<file path="src/rtl/playback_status_counter.sv">
// -----------------------------------------------------------------------------
// PlaybackStatusCounter
//
// Purpose:
//   Generates the BCD status digits that the display mux shows while a track
//   plays: elapsed play time as M:SS (0:00..9:59) and the volume level as two
//   BCD digits (00..VOL_MAX). Time advances once per second while playing.
//   Any single volume press switches the display to the volume for
//   SHOW_VOL_SECS seconds, after which it falls back to the play time.
//   Sits between the player control/debounce logic and the display mux.
//
// Parameters:
//   CLK_FREQ       clock cycles per second (prescaler terminal count + 1)
//   VOL_DEFAULT    volume after reset, decimal, must be <= VOL_MAX
//   VOL_MAX        volume saturation ceiling, decimal, must be <= 99
//   SHOW_VOL_SECS  how long the volume stays on the display after a press
//
// Ports:
//   clk        in   system clock
//   reset      in   synchronous, active-high reset
//   play       in   level, 1 = time counts, 0 = paused (prescaler holds)
//   restart    in   1-cycle pulse, clears time and prescaler (track change)
//   vol_up     in   1-cycle pulse, debounced, volume +1
//   vol_down   in   1-cycle pulse, debounced, volume -1
//   volume0    out  volume units digit, BCD
//   volume1    out  volume tens digit, BCD
//   minutes0   out  minutes digit, BCD 0..9
//   seconds0   out  seconds units digit, BCD 0..9
//   seconds1   out  seconds tens digit, BCD 0..5
//   select     out  1 = display shows volume, 0 = display shows time
//   time_wrap  out  1-cycle pulse when the time rolls 9:59 -> 0:00
// -----------------------------------------------------------------------------
module playback_status_counter #(
  parameter int CLK_FREQ      = 50_000_000,
  parameter int VOL_DEFAULT   = 50,
  parameter int VOL_MAX       = 99,
  parameter int SHOW_VOL_SECS = 2
) (
  input  logic       clk,
  input  logic       reset,
  input  logic       play,
  input  logic       restart,
  input  logic       vol_up,
  input  logic       vol_down,
  output logic [3:0] volume0,
  output logic [3:0] volume1,
  output logic [3:0] minutes0,
  output logic [3:0] seconds0,
  output logic [3:0] seconds1,
  output logic       select,
  output logic       time_wrap
);

  localparam int PRE_W       = (CLK_FREQ > 1) ? $clog2(CLK_FREQ) : 1;
  localparam int SHOW_CYCLES = SHOW_VOL_SECS * CLK_FREQ;
  localparam int TMR_W       = (SHOW_CYCLES > 1) ? $clog2(SHOW_CYCLES) : 1;

  localparam logic [PRE_W-1:0] PRE_LAST = PRE_W'(CLK_FREQ - 1);
  // Loading N-1 and leaving at 0 keeps the volume on screen for exactly N cycles.
  localparam logic [TMR_W-1:0] TMR_LOAD = TMR_W'(SHOW_CYCLES - 1);

  localparam logic [3:0] VOL_MAX_TENS  = 4'(VOL_MAX / 10);
  localparam logic [3:0] VOL_MAX_UNITS = 4'(VOL_MAX % 10);
  localparam logic [3:0] VOL_DEF_TENS  = 4'(VOL_DEFAULT / 10);
  localparam logic [3:0] VOL_DEF_UNITS = 4'(VOL_DEFAULT % 10);

  typedef enum logic {
    SHOW_TIME = 1'b0,
    SHOW_VOL  = 1'b1
  } selState_e;

  logic [PRE_W-1:0] prescaler_q, prescaler_d;
  logic [3:0]       sec0_q, sec0_d;
  logic [3:0]       sec1_q, sec1_d;
  logic [3:0]       min0_q, min0_d;
  logic             wrap_q, wrap_d;
  logic [3:0]       volUnits_q, volUnits_d;
  logic [3:0]       volTens_q, volTens_d;
  logic [TMR_W-1:0] selTimer_q;
  selState_e        selState_q;

  logic tick;
  logic pressUp;
  logic pressDown;
  logic atMax;
  logic atMin;

  // One-second strobe; only meaningful while playing.
  assign tick = play && (prescaler_q == PRE_LAST);

  // Pressing both buttons together is treated as no press at all.
  assign pressUp   = vol_up & ~vol_down;
  assign pressDown = vol_down & ~vol_up;

  assign atMax = (volTens_q == VOL_MAX_TENS) && (volUnits_q == VOL_MAX_UNITS);
  assign atMin = (volTens_q == 4'd0) && (volUnits_q == 4'd0);

  // Play-time next state: restart beats a coincident tick, so a track change
  // never produces an increment or a wrap pulse. The BCD chain carries
  // s0 -> s1 -> m0 and the wrap pulse marks the 9:59 -> 0:00 rollover.
  always_comb begin
    prescaler_d = prescaler_q;
    sec0_d      = sec0_q;
    sec1_d      = sec1_q;
    min0_d      = min0_q;
    wrap_d      = 1'b0;
    if (restart) begin
      prescaler_d = '0;
      sec0_d      = 4'd0;
      sec1_d      = 4'd0;
      min0_d      = 4'd0;
    end else begin
      if (play) begin
        prescaler_d = tick ? '0 : prescaler_q + 1'b1;
      end
      if (tick) begin
        if (sec0_q != 4'd9) begin
          sec0_d = sec0_q + 4'd1;
        end else begin
          sec0_d = 4'd0;
          if (sec1_q != 4'd5) begin
            sec1_d = sec1_q + 4'd1;
          end else begin
            sec1_d = 4'd0;
            if (min0_q != 4'd9) begin
              min0_d = min0_q + 4'd1;
            end else begin
              min0_d = 4'd0;
              wrap_d = 1'b1;
            end
          end
        end
      end
    end
  end

  // Volume next state: two-digit BCD that saturates at 00 and VOL_MAX,
  // carrying 09 -> 10 on the way up and borrowing 10 -> 09 on the way down.
  always_comb begin
    volUnits_d = volUnits_q;
    volTens_d  = volTens_q;
    if (pressUp && !atMax) begin
      if (volUnits_q == 4'd9) begin
        volUnits_d = 4'd0;
        volTens_d  = volTens_q + 4'd1;
      end else begin
        volUnits_d = volUnits_q + 4'd1;
      end
    end else if (pressDown && !atMin) begin
      if (volUnits_q == 4'd0) begin
        volUnits_d = 4'd9;
        volTens_d  = volTens_q - 4'd1;
      end else begin
        volUnits_d = volUnits_q - 4'd1;
      end
    end
  end

  // Time and volume registers.
  always_ff @(posedge clk) begin
    if (reset) begin
      prescaler_q <= '0;
      sec0_q      <= 4'd0;
      sec1_q      <= 4'd0;
      min0_q      <= 4'd0;
      wrap_q      <= 1'b0;
      volUnits_q  <= VOL_DEF_UNITS;
      volTens_q   <= VOL_DEF_TENS;
    end else begin
      prescaler_q <= prescaler_d;
      sec0_q      <= sec0_d;
      sec1_q      <= sec1_d;
      min0_q      <= min0_d;
      wrap_q      <= wrap_d;
      volUnits_q  <= volUnits_d;
      volTens_q   <= volTens_d;
    end
  end

  // Display-select FSM. Any valid press (even at a volume limit) enters or
  // re-enters SHOW_VOL with a fresh window; the timer then runs every clock
  // regardless of play and the FSM returns to SHOW_TIME when it hits zero.
  always_ff @(posedge clk) begin
    if (reset) begin
      selState_q <= SHOW_TIME;
      selTimer_q <= '0;
    end else if (pressUp || pressDown) begin
      selState_q <= SHOW_VOL;
      selTimer_q <= TMR_LOAD;
    end else if (selState_q == SHOW_VOL) begin
      if (selTimer_q == '0) begin
        selState_q <= SHOW_TIME;
      end else begin
        selTimer_q <= selTimer_q - 1'b1;
      end
    end
  end

  assign volume0   = volUnits_q;
  assign volume1   = volTens_q;
  assign minutes0  = min0_q;
  assign seconds0  = sec0_q;
  assign seconds1  = sec1_q;
  assign select    = (selState_q == SHOW_VOL);
  assign time_wrap = wrap_q;

endmodule

</file>
<file path="config.mk">
export PLATFORM = sky130hd
export DESIGN_NAME = playback_status_counter
export DESIGN_NICKNAME = d
export VERILOG_FILES = /design/src/rtl/playback_status_counter.sv
export SDC_FILE = /design/constraint.sdc
export NUM_CORES = 1
export LEC_CHECK = 0
export CAP_MARGIN = 40
export CORE_ASPECT_RATIO = 2
export CORE_UTILIZATION = 59
export DETAILED_ROUTE_END_ITERATION = 10
export GPL_TIMING_DRIVEN = 0
export PLACE_DENSITY = 0.88
export SLEW_MARGIN = 15
export SYNTH_ARGS = -nofsm -noshare
export SYNTH_HDL_FRONTEND = slang
export SYNTH_SLANG_ARGS = --single-unit
</file>
<file path="constraint.sdc">
create_clock -name clk -period 3.1 [get_ports clk]
set_input_delay 0.62 -clock clk [delete_from_list [all_inputs] [get_ports clk]]
set_output_delay 0.62 -clock clk [all_outputs]
set_load 0.01 [all_outputs]
</file>
### Word level (Yosys, flattened, before mapping)

Index checks and enable logic that the tools add are counted.

| storage, ports and cells | value |
|---|---|
| logic and storage cells | 76 |
| bits of input ports | 6 |
| register bits after elaboration | 75 |
| output and inout port bits | 22 |

| cells by class | value |
|---|---|
| equality and inequality tests | 8 |
| add/subtract/negate cells | 9 |
| mux-type cells | 19 |
| bitwise operators | 8 |
| reduce and logical (&&, ||, !) cells | 22 |

Operator list:

| operator | count |
|---|---|
| $mux W27 | 3 |
| $mux W4 | 11 |
| $logic_not A27 Y1 | 1 |
| $sub A27 B1 Y27 const B | 1 |
| $add A26 B1 Y26 const B | 1 |
| $eq A26 B26 Y1 const B | 1 |
| $mux W26 | 1 |
| $add A4 B1 Y4 const B | 5 |
| $eq A4 B4 Y1 const B | 2 |
| $logic_not A4 Y1 | 2 |
| $ne A4 B4 Y1 const B | 2 |
| $sub A4 B1 Y4 const B | 2 |
| $not A1 Y1 | 6 |
| $reduce_and A2 Y1 | 3 |
| $reduce_and A3 Y1 | 2 |
| $reduce_bool A2 Y1 | 3 |
| $logic_and A1 B1 Y1 | 5 |
| $reduce_or A5 Y1 | 1 |
| $mux W1 | 4 |
| $ne A4 B3 Y1 const B | 1 |
| $reduce_or A2 Y1 | 2 |
| $and A1 B1 Y1 | 2 |
| $logic_not A1 Y1 | 2 |
| $ne A2 B1 Y1 const B | 1 |
| other kinds (2) | 2 |

### Logic depth before layout (Yosys ltp)

| depth | value |
|---|---|
| depth in word-level cells | 6 |
| mapped depth | 9 |
| gate-level depth less buffers | 9 |

### Least setup slack after synthesis

OpenSTA, ideal clock, no wires.

| timing | value |
|---|---|
| path kind | register to register |
| start point | register volUnits_q[3] (netlist: volume0[3]) |
| end point | register volTens_q[3] (netlist: volume1[3]) |
| stages on the path, launching flop included | 10 |
| library setup time | 116 ps |
| setup slack | 696 ps |
| required time | 2,984 ps |
| clock period less this slack | 2,404 ps |
| arrival | 2,288 ps |
| buffers on the path | 1 |
| path through | dfxtp_1 -> clkbuf_1 -> nand4bb_1 -> o21ai_1 -> ha_1 -> a21o_1 -> a21oi_1 -> xnor2_1 -> a21oi_1 -> a31o_2 |

| between the ends | value |
|---|---|
| longest elaborated chain between the ends | 6 |
| elaborated cells on any way between the ends | 13 |
| those cells by class | 2 x eq/ne; 1 x mux; 10 x reduce/logical |

Ends and longest elaborated chain:

| item | RTL line | RTL |
|---|---|---|
| from (decl) | 77 | `logic [3:0] volUnits_q, volUnits_d;` |
| from (signal assigned) | 175 | `volUnits_q <= volUnits_d;` |
| $eq A4 B4 Y1 or $logic_not A4 Y1 (tied branches) | n/a |  |
| $logic_and A1 B1 Y1 (on tied branches) | 95, 96 |  |
| $logic_not A1 Y1 (on tied branches) | 142, 149 |  |
| $logic_and A1 B1 Y1 (on tied branches) | 142, 149 |  |
| $ne A2 B1 Y1 (no line) or $reduce_bool A2 Y1 (tied branches) | n/a |  |
| $reduce_and A3 Y1 (no line) | n/a |  |
| to (signal assigned) | 176 | `volTens_q <= volTens_d;` |
| to (decl) | 78 | `logic [3:0] volTens_q, volTens_d;` |

Parallel ways exist; a longest one is shown, timed or not.
A chain may end at the register's enable or synchronous reset.

### Worst setup path after layout

| timing | value |
|---|---|
| start point | input port play |
| end point | register prescaler_q[5] |

| between the ends | value |
|---|---|
| longest elaborated chain between the ends | 2 |

Ends and longest elaborated chain:

| item | RTL line | RTL |
|---|---|---|
| from (decl) | 41 | `input logic play,` |
| $logic_and A1 B1 Y1 | 89 | `assign tick = play && (prescaler_q == PRE_LAST);` |
| $mux W26 | 114 | `prescaler_d = tick ? '0 : prescaler_q + 1'b1;` |
| to (signal assigned) | 170 | `prescaler_q <= prescaler_d;` |
| to (decl) | 72 | `logic [PRE_W-1:0] prescaler_q, prescaler_d;` |

Parallel ways exist; a longest one is shown, timed or not.

==> qor.yml <==
run_status:
  outcome: "complete, no violations"
finish:
  nNetsFinal: 504
  area_delta_synth_final_pct: 16.22
  antenna_cells: 0
  seqCellArea_um2: 1501
  n_fill_cell: 468
  instances_no_fill: 582
  final_layout_size_suffix_gt1_frac: 0.07661
  multi_input_area_um2: 2252
  final_core_util: 0.7149
power:
  powerDensity_nw_per_um2: 507.2
  power.internal_mw: 1.671
  swShare: 0.2694
  power_frac_comb: 0.133
  ir_worst_vdd_mv: 0.3644
  p_clk_frac: 0.407
  seqPwrFrac: 0.459
  p_leak_nw: 1.515
  power.switching_uw: 616.2
placed_design:
  numPortBuffers: 26
  gp_congestion: 0.9084
  dpl.hpwl_um: 6398
  placedCellCount: 566
yosys:
  synth-main-ff-cell: "dfxtp_1"
  synth-edff-count: 0
  async_flop_share: 0
  synth_top_area_frac: 0.3868
  synth_seq_area_share: 0.3868
  synth.most_common_cell: "dfxtp_1"
  synthTopCellsByCount: "75 x dfxtp_1, 48 x nor2_1, 38 x a21oi_1, 27 x nand2_1, 23 x xor2_1"
  synthCells: 454
  syn_nets: 467
  synth_largest_area_cell: "dfxtp_1"
  ys_types: 58
  yosysWarnings: 0
  ys_top_cells_by_area: "dfxtp_1 39%, xor2_1 5.2%, a21oi_1 4.9%"
  netlist_area_um2: 3881
  ys_ff_latch: 75
  synth.avg_cell_area_um2: 8.549
global_route:
  antenna_found_initial: 0
  gr-total-overflow: 0
  track_usage: 0.2748
  grt_pass1_wl_um: 14570
  grt_start_max_net_pins: 13
  grt_pass1_vias: 3362
critical_path:
  path_class: "input port to register"
  cp.required_ns: 3.30
  worstPathArrival_ns: 3.08
  end_kind: "register"
  r2r-start: "volume0[3]"
  cp-start-kind: "input port"
  path_max_fanout: 10
  critPathLaunch: "play"
floorplan:
  start_util: 0.6151
  rows: 41
  ios: 28
  core_region_area_um2: 6310
  die_x_um: 59.35
  dieArea_um2: 6926
  die_y_um: 116.7
clocking:
  clk_pin_slew_ns: 0.06
  postCtsSetupBuffers: 0
  cts_hold_buf: 0
  clock_path_buffers: 2
  htree_levels: 3
  tritoncts: "yes"
  root_buffer: "clkbuf_16"
  clock_latency_ns: 0.34
  cts_made_buffers: 9
  clock_sinks: 75
  cts-resized-gates: 0
timing:
  period_needed_ns: 2.874
  final_max_slew_viol_count: 0
  finalHoldViolCount: 0
  fmax_mhz: 348.0
  slew_headroom: 0.4019
  finalCritPeriodShare: 0.9270
  rsz0062_at_grt: "no"
  worst_pin_slew_ns: 0.8971
  setup_viol: 0
  finalClockSkew_ns: 0.005020
  holdWs_ns: 0.4766
drt:
  via_count: 3543
  wirelength_um: 8987
  drt_iter0_drc: 189
  vias_per_cell: 6.088
  firstDrtPassIters: 6
  drcViolationCount: 0
  wire_per_inst_um: 15.44
  ant_nets: 0
job:
  cap_violations: 0
min_path:
  hp-class: "register to register"
  hold_start: "selTimer_q[25]"
[registers in the layout (all words and copies together), names as in the netlist]
register,count
minutes0,4
prescaler_q,26
seconds0,4
seconds1,4
selTimer_q,27
select,1
time_wrap,1
volume0,4
volume1,4
[routing by layer]
| layer | track usage | vias to the layer above | wire, um |
|---|---|---|---|
| li1 | - | 1724 | - |
| met1 | 0.2621 | 1694 | 3358 |
| met2 | 0.5086 | 95 | 5028 |
| met3 | 0.07087 | 30 | 330 |
| met4 | 0.1556 | 0 | 269 |
| met5 | 0 | - | 0 |
[layout make-up]
| class | count | share of cell area |
|---|---|---|
| clock inverter | 6 | 0.007212 |
| buffer | 21 | 0.01914 |
| tap | 86 | 0.02386 |
| clock buffer | 10 | 0.05076 |
| timing repair buffer | 26 | 0.05770 |
| multi-input combinational | 347 | 0.4993 |
| sequential | 75 | 0.3329 |
| inverter | 11 | 0.009154 |
[power by group through the flow]
stage | combinational (mW) | sequential [mW] | clock (mW)
floorplan | 0.211 | 1.07 | 0
global placement | 0.285 | 1.07 | 0
detailed placement | 0.298 | 1.07 | 0
CTS | 0.301 | 1.05 | 0.938
global route | 0.337 | 1.06 | 0.976
finish | 0.305 | 1.05 | 0.932
[placed cells by master, fill, tap and decap left out, types with 6 or more instances in the layout]
master	instances
inv_1	11
nand4_1	17
a21oi_1	38
and3_1	9
mux2i_1	6
nor4_1	7
clkbuf_16	9
a31oi_1	6
clkdlybuf4s50_1	26
or4_1	11
clkbuf_1	17
xor2_1	23
dfxtp_1	75
nand3_1	15
xnor2_1	18
o31ai_1	12
ha_1	6
nor3_1	13
or3_1	10
nand2_1	27
nand2b_1	8
o21ai_0	11
nor2_1	48
[final timing paths]
kind               endpoint  slack, ns  cells past startpoint
max          prescaler_q[5]       0.23                      7
min          selTimer_q[25]       0.48                      2
max reg2reg      volume1[3]       0.45                      9
min reg2reg  selTimer_q[25]       0.48                      2
[worst max-delay path, stage by stage]
cell and delay (ns):
clkdlybuf4s50_1 0.58, nand3_1 0.16, nor3_2 0.45, nand4_1 0.44
nand2_1 0.32, clkbuf_1 0.40, nor2_1 0.10
[stage by stage]
| stage | setup WS (ns) | instance area, um2 | TNS [ns] | power, mW |
|---|---|---|---|---|
| after floorplan | 0.6956 | 3881 | 0 | 1.277 |
| final | 0.2263 | 4511 | 0 | 2.288 |
| after global placement | -0.04293 | 4249 | -0.6692 | 1.352 |
| after detailed placement | -0.1122 | 4249 | -1.741 | 1.368 |
| after CTS | 0.2514 | 4511 | 0 | 2.289 |
| after global routing | 0.0009870 | 4511 | 0 | 2.370 |
[cell families (layout without fill, tap and decap cells)]
family / after synthesis / in the layout / share of synthesized area
AND/OR/NAND/NOR: 207 / 207 / 0.3034
AO/OA/AOI/OAI: 85 / 85 / 0.1406
flip-flops: 75 / 75 / 0.3868
XOR/XNOR: 41 / 41 / 0.09252
buffers and inverters: 32 / 74 / 0.03288
adder cells (fa/ha/maj): 7 / 7 / 0.02450
multiplexers: 7 / 7 / 0.01934
Power figures use the tool's default switching activity.
